===== src/rtl/pwl_activation_interp_pipe_if.sv =====
// ---------------------------------------------------------------------------
// pwl_activation_interp_pipe_if
// Bundles the sample stream, the result stream and the breakpoint-table
// write port of the piecewise-linear activation unit.
//   in_valid/in_ready/in_x/in_mode    : sample stream into the unit
//   out_valid/out_ready/out_y         : result stream out of the unit
//   tbl_we/tbl_addr/tbl_wdata         : breakpoint table write port
//   busy                              : any pipeline stage holds a word
// master = producer/consumer side (bench or neighbouring layers),
// slave  = the activation unit itself.
// ---------------------------------------------------------------------------
interface pwl_activation_interp_pipe_if #(
  parameter int DATA_W = 8,
  parameter int IDX_W  = 4
);
  logic                     in_valid;
  logic                     in_ready;
  logic signed [DATA_W-1:0] in_x;
  logic                     in_mode;
  logic                     out_valid;
  logic                     out_ready;
  logic signed [DATA_W-1:0] out_y;
  logic                     tbl_we;
  logic [IDX_W:0]           tbl_addr;
  logic signed [DATA_W-1:0] tbl_wdata;
  logic                     busy;

  modport master (
    output in_valid, in_x, in_mode, out_ready, tbl_we, tbl_addr, tbl_wdata,
    input  in_ready, out_valid, out_y, busy
  );

  modport slave (
    input  in_valid, in_x, in_mode, out_ready, tbl_we, tbl_addr, tbl_wdata,
    output in_ready, out_valid, out_y, busy
  );
endinterface


===== src/rtl/pwl_activation_interp_pipe.sv =====
// ---------------------------------------------------------------------------
// pwl_activation_interp_pipe
// Three-stage piecewise-linear activation unit. The signed input is offset
// to unsigned, split into a table index (upper IDX_W bits) and a remainder
// (lower REM_W bits), and the result is linearly interpolated between two
// adjacent entries of a run-time-writable breakpoint table:
//   y = base + ((next - base) * rem >>> REM_W)
// in_mode=1 selects nearest mode (base entry only).
// Ports:
//   clk  : rising-edge clock
//   rst  : asynchronous reset, active-low
//   bus  : slave side of pwl_activation_interp_pipe_if (streams, table port,
//          busy flag)
// Stages: S1 captures index data and both table entries, S2 forms the
// scaled difference, S3 adds it to the base and drives out_y.
// ---------------------------------------------------------------------------
module pwl_activation_interp_pipe #(
  parameter int DATA_W = 8,
  parameter int IDX_W  = 4
) (
  input logic                          clk,
  input logic                          rst,
  pwl_activation_interp_pipe_if.slave  bus
);
  localparam int REM_W  = DATA_W - IDX_W;
  localparam int DEPTH  = (2 ** IDX_W) + 1;
  localparam int PROD_W = DATA_W + REM_W + 2;

  // Breakpoint table and pipeline registers
  logic signed [DATA_W-1:0] r_tbl [DEPTH];

  logic                     r_s1_v;
  logic [REM_W-1:0]         r_s1_rem;
  logic                     r_s1_mode;
  logic signed [DATA_W-1:0] r_s1_base;
  logic signed [DATA_W-1:0] r_s1_next;

  logic                     r_s2_v;
  logic signed [DATA_W-1:0] r_s2_base;
  logic signed [PROD_W-1:0] r_s2_prod;

  logic                     r_s3_v;
  logic signed [DATA_W-1:0] r_s3_y;

  logic                     w_s1_load;
  logic                     w_s2_load;
  logic                     w_s3_load;
  logic [DATA_W-1:0]        w_u;
  logic [IDX_W:0]           w_idx;
  logic [IDX_W:0]           w_idx_nx;
  logic [REM_W-1:0]         w_rem;
  logic signed [PROD_W-1:0] w_diff;
  logic signed [PROD_W-1:0] w_rem_ext;
  logic signed [PROD_W-1:0] w_prod;
  logic signed [DATA_W-1:0] w_y;

  // A stage loads when it is empty or its downstream stage drains this
  // cycle; chaining the enables lets bubbles collapse.
  assign w_s3_load = !r_s3_v || bus.out_ready;
  assign w_s2_load = !r_s2_v || w_s3_load;
  assign w_s1_load = !r_s1_v || w_s2_load;

  // Adding 2**(DATA_W-1) to a two's-complement value is an MSB flip.
  assign w_u      = {~bus.in_x[DATA_W-1], bus.in_x[DATA_W-2:0]};
  assign w_idx    = {1'b0, w_u[DATA_W-1:REM_W]};
  assign w_idx_nx = w_idx + (IDX_W+1)'(1);
  assign w_rem    = w_u[REM_W-1:0];

  // S1 -> S2 arithmetic: signed difference times zero-extended remainder.
  // NOTE: every always_comb output is assigned unconditionally first so no
  // path leaves it unassigned, which would infer a latch.
  always_comb begin
    w_diff    = PROD_W'(r_s1_next) - PROD_W'(r_s1_base);
    w_rem_ext = PROD_W'({1'b0, r_s1_rem});
    w_prod    = '0;
    if (!r_s1_mode) begin
      w_prod = w_diff * w_rem_ext;
    end
  end

  // S2 -> S3: arithmetic shift floors toward -inf; the result lies between
  // base and next, so truncating to DATA_W cannot overflow.
  assign w_y = r_s2_base + DATA_W'(r_s2_prod >>> REM_W);

  // NOTE: all state uses non-blocking assignments, so an S1 read of an entry
  // written in the same cycle sees the value from before that edge.
  always_ff @(posedge clk or negedge rst) begin
    if (!rst) begin
      // NOTE: the table is reset along with the pipeline because a freshly
      // reset unit must return 0 for any input; this keeps it out of RAM.
      for (int i = 0; i < DEPTH; i++) begin
        r_tbl[i] <= '0;
      end
      r_s1_v    <= 1'b0;
      r_s1_rem  <= '0;
      r_s1_mode <= 1'b0;
      r_s1_base <= '0;
      r_s1_next <= '0;
      r_s2_v    <= 1'b0;
      r_s2_base <= '0;
      r_s2_prod <= '0;
      r_s3_v    <= 1'b0;
      r_s3_y    <= '0;
    end else begin
      // Out-of-range addresses are dropped silently.
      if (bus.tbl_we && (int'(bus.tbl_addr) < DEPTH)) begin
        r_tbl[bus.tbl_addr] <= bus.tbl_wdata;
      end

      if (w_s1_load) begin
        r_s1_v <= bus.in_valid;
        if (bus.in_valid) begin
          r_s1_rem  <= w_rem;
          r_s1_mode <= bus.in_mode;
          r_s1_base <= r_tbl[w_idx];
          r_s1_next <= r_tbl[w_idx_nx];
        end
      end

      if (w_s2_load) begin
        r_s2_v <= r_s1_v;
        if (r_s1_v) begin
          r_s2_base <= r_s1_base;
          r_s2_prod <= w_prod;
        end
      end

      // out_y keeps its last value across bubbles and stalls.
      if (w_s3_load) begin
        r_s3_v <= r_s2_v;
        if (r_s2_v) begin
          r_s3_y <= w_y;
        end
      end
    end
  end

  assign bus.in_ready  = w_s1_load;
  assign bus.out_valid = r_s3_v;
  assign bus.out_y     = r_s3_y;
  assign bus.busy      = r_s1_v | r_s2_v | r_s3_v;

endmodule


===== src/flat_wrapper.sv =====
// flat-port wrapper written by rule: the top's interface ports become plain ports
module pwl_activation_interp_pipe_flat 
#(
  parameter int DATA_W = 8,
  parameter int IDX_W  = 4
)
  (clk, rst, bus_in_valid, bus_in_x, bus_in_mode, bus_out_ready, bus_tbl_we, bus_tbl_addr, bus_tbl_wdata, bus_in_ready, bus_out_valid, bus_out_y, bus_busy);
  pwl_activation_interp_pipe_if #(.DATA_W(DATA_W), .IDX_W(IDX_W)) bus_i ();
  input logic clk;
  input logic rst;
  input wire logic [$bits(bus_i.in_valid)-1:0] bus_in_valid;
  input wire logic [$bits(bus_i.in_x)-1:0] bus_in_x;
  input wire logic [$bits(bus_i.in_mode)-1:0] bus_in_mode;
  input wire logic [$bits(bus_i.out_ready)-1:0] bus_out_ready;
  input wire logic [$bits(bus_i.tbl_we)-1:0] bus_tbl_we;
  input wire logic [$bits(bus_i.tbl_addr)-1:0] bus_tbl_addr;
  input wire logic [$bits(bus_i.tbl_wdata)-1:0] bus_tbl_wdata;
  output wire logic [$bits(bus_i.in_ready)-1:0] bus_in_ready;
  output wire logic [$bits(bus_i.out_valid)-1:0] bus_out_valid;
  output wire logic [$bits(bus_i.out_y)-1:0] bus_out_y;
  output wire logic [$bits(bus_i.busy)-1:0] bus_busy;
  assign bus_i.in_valid = bus_in_valid;
  assign bus_i.in_x = bus_in_x;
  assign bus_i.in_mode = bus_in_mode;
  assign bus_i.out_ready = bus_out_ready;
  assign bus_i.tbl_we = bus_tbl_we;
  assign bus_i.tbl_addr = bus_tbl_addr;
  assign bus_i.tbl_wdata = bus_tbl_wdata;
  assign bus_in_ready = bus_i.in_ready;
  assign bus_out_valid = bus_i.out_valid;
  assign bus_out_y = bus_i.out_y;
  assign bus_busy = bus_i.busy;
  pwl_activation_interp_pipe #(.DATA_W(DATA_W), .IDX_W(IDX_W)) u_core (.clk(clk), .rst(rst), .bus(bus_i));
endmodule

===== config.mk =====
export PLATFORM = sky130hd
export DESIGN_NAME = pwl_activation_interp_pipe_flat
export DESIGN_NICKNAME = d
export VERILOG_FILES = /design/src/rtl/pwl_activation_interp_pipe_if.sv /design/src/rtl/pwl_activation_interp_pipe.sv /design/src/flat_wrapper.sv
export SDC_FILE = /design/constraint.sdc
export NUM_CORES = 1
export LEC_CHECK = 0
export BUFFER_PORTS_ARGS = -buffer_cell sky130_fd_sc_hd__buf_2
export CAP_MARGIN = 20
export CORE_MARGIN = 2
export CORE_UTILIZATION = 43
export DETAILED_ROUTE_END_ITERATION = 8
export SYNTH_ARGS = -nofsm -noshare
export SYNTH_HDL_FRONTEND = slang
export SYNTH_SLANG_ARGS = --single-unit

===== constraint.sdc =====
create_clock -name clk -period 6.35 [get_ports clk]
set_input_delay 1.27 -clock clk [delete_from_list [all_inputs] [get_ports clk]]
set_output_delay 1.27 -clock clk [all_outputs]
set_load 0.03 [all_outputs]

==> impl_metrics.tcl <==
set metrics [dict create \
    clk_pin_slew_ps 70 \
    hold_buffers 0 \
    place_area_mm2 0.0112 \
    critPathLaunchType "flop" \
    crit_required_ps 6670 \
    fin_nets 935 \
    design.core.area_mm2 0.0244 \
    diodes 0 \
    ctsRootBufferMaster "clkbuf_16" \
    dp_hpwl_mm 17.0 \
    hp-class "reg2reg" \
    crit_type "reg2reg" \
    rows 57 \
    start_util_pct 44.0 \
    drc 0 \
    cp_data_arrival_time_ps 5200 \
    synthTopCellsByArea "dfrtp_1, mux2_2, mux4_2" \
    tns_ps 0 \
    total_power_mw 5.10 \
    ys_warn_count 0 \
    areaGrowthSynthToFinish_pct 10.0 \
    synth_cells 836 \
    cts_tree "done" \
    htree_levels 4 \
    grt_pass1_wl_mm 38.6 \
    drtPass1Iterations 4 \
    synthTopCellsByCount "dfrtp_1, mux2_2, nand2_1, mux4_2, inv_1" \
    vias 6685 \
    finalSetupViolCount 0 \
    run_status "complete, no violations" \
    ir_drop_v 0.000259 \
    max_freq_mhz 205 \
    grt_max_degree 74 \
    synth_area_mm2 0.0107 \
    cts_sinks 184 \
    hold_slack_ps 475 \
    synth_area_per_cell_um2 12.8 \
    port_buffers 37 \
    io_pins 38 \
    die_x_um 162 \
    ant_nets 0 \
    drt_iter0_markers 451 \
    clkLatencyLatePin_ps 430 \
    synth_edf_count 0 \
    synth-seq-cells 184 \
    ys_async_sr_fraction_pct 100 \
    wirelength_mm 23.7 \
    antenna_found_initial 0 \
    fin_util_pct 48.4 \
    end_kind "flop" \
    hold_violations 0 \
    yosys.cell_count.top_type "dfrtp_1" \
    drv_cap 0 \
    drive_above_1_share_pct 35.4 \
    final_area_mm2 0.0118 \
    grt_use_total_pct 19.1 \
    die_area_mm2 0.0262 \
    synth_top_area_cell "dfrtp_1" \
    rsz0062_at_grt "false" \
    worst_slew_pin_slew_ps 1070 \
    grt_pass1_vias 6850 \
    viasPerCell 5.60 \
    fin_crit_sh_pct 76.9 \
    post_cts_resized 0 \
    yosysSeqAreaShare_pct 42.9 \
    clk_path_buf_depth 2 \
    min_period_ps 4880 \
    synthFlopType "dfrtp_1" \
    yosysTopAreaCellShare_pct 42.9 \
    p_per_area_mw_per_mm2 432 \
    skew_ps 13.1 \
    synth_cell_types 49 \
    p_leak_nw 5.25 \
    drv_slew 0 \
    syn_nets 915 \
    gr-total-overflow 0 \
    cts_setup_buffers 0 \
    crit_path_max_fanout 4 \
    gp_congestion 0.762 \
    die_y_um 162 \
    wl_per_cell_um 19.9 \
    cts_buffers 17 \
    maxSlewHeadroom_pct 28.3 \
]
==> kinds of logic after synthesis <==
family | synth area share (%)
buf+inv | 3.43
fa+ha+maj | 7.25
mux | 31.3
simple gates | 8.69
flops | 42.9
compound gates | 4.54
xor+xnor | 1.88
==> per-layer routing <==
layer | vias to the layer above | track usage (%) | routed length (um)
li1 | 3077 | - | -
met1 | 3465 | 26.2 | 10800
met2 | 121 | 32.1 | 11800
met3 | 22 | 3.19 | 857
met4 | 0 | 4.47 | 290
met5 | - | 0 | 0
==> power by group <==
group | leakage (nW) | internal [mW] | total [mW] | switching [mW]
Clock | 0.289 | 0.598 | 1.10 | 0.498
Combinational | 2.61 | 1.15 | 2.39 | 1.24
Sequential | 2.35 | 1.44 | 1.62 | 0.184
==> flip-flops by register name, indices dropped and copies added, names as in the netlist <==
name                  cells
u_core.bus.out_valid      1
u_core.bus.out_y          8
u_core.r_s1_base          8
u_core.r_s1_mode          1
u_core.r_s1_next          8
u_core.r_s1_rem           4
u_core.r_s1_v             1
u_core.r_s2_base          8
u_core.r_s2_prod          8
u_core.r_s2_v             1
u_core.r_tbl            136
==> final cells by class <==
type                       instances  area, um2
clock buffer                      17        425
clock inverter                    15        180
fill                            2216      12600
inverter                          44        165
multi-input combinational        564       5770
sequential                       184       4600
tap                              324        405
timing repair buffer              45        256
==> through the flow <==
step	setup WS, ps	instances
after global routing	1070	1193
after global placement	1680	1161
after CTS	1460	1193
final	1470	1193
after floorplan	1910	836
after detailed placement	1470	1161
==> cell usage in the layout, fill, tap and decap left out, types with 2 or more instances in the layout <==
cell type / synthesis / routed
dfrtp_1: 184 / 184
mux2_2: 152 / 152
nand2_1: 89 / 89
mux4_2: 72 / 72
inv_1: 44 / 44
buf_2: 9 / 35
ha_1: 35 / 34
o21ai_0: 26 / 26
nand3_1: 20 / 20
nor2_1: 17 / 17
fa_1: 17 / 17
clkbuf_16: 0 / 17
nor2b_1: 16 / 16
xnor2_1: 16 / 16
nand2b_1: 13 / 13
and2_1: 13 / 13
a21oi_1: 9 / 9
buf_4: 1 / 9
a32oi_1: 8 / 8
o21a_1: 6 / 6
xor2_1: 7 / 6
a22o_1: 6 / 6
nor3_1: 5 / 5
inv_6: 0 / 5
inv_8: 0 / 4
mux2i_1: 3 / 3
nor3b_1: 3 / 3
clkinvlp_4: 0 / 3
a21boi_0: 2 / 2
nand4_1: 2 / 2
nor3_2: 2 / 2
nand3b_1: 2 / 2
a21o_1: 2 / 2
and4b_1: 2 / 2
o31ai_1: 2 / 2
o211ai_1: 2 / 2
and3_1: 2 / 2
bufinv_16: 0 / 2
==> worst paths after layout <==
check,depth (start not counted),from,endpoint,slack [ps]
worst min-delay path,2,u_core.bus.out_y[3],u_core.bus.out_y[3],480
worst max register to register,20,u_core.r_s1_base[1],u_core.r_s2_prod[11],1470
min in group asynchronous,1,rst,u_core.r_tbl[42],860
max in group asynchronous,2,rst,u_core.r_tbl[88],4300
worst max-delay path,20,u_core.r_s1_base[1],u_core.r_s2_prod[11],1470
worst min register to register,2,u_core.bus.out_y[3],u_core.bus.out_y[3],480
==> worst max-delay path: stages (launching register included) <==
cell,delay [ps]
dfrtp_1,390
inv_1,80
ha_1,270
nor2b_1,130
o21ai_0,230
a21boi_0,150
o21a_1,240
nor3_1,350
nor3b_1,100
ha_1,330
fa_1,530
inv_1,50
fa_1,520
inv_1,40
ha_1,330
o21ai_0,110
a21oi_1,210
and3_1,190
a221oi_1,90
nand2b_1,150
o311ai_0,290
(Power assumes the default switching activity.)
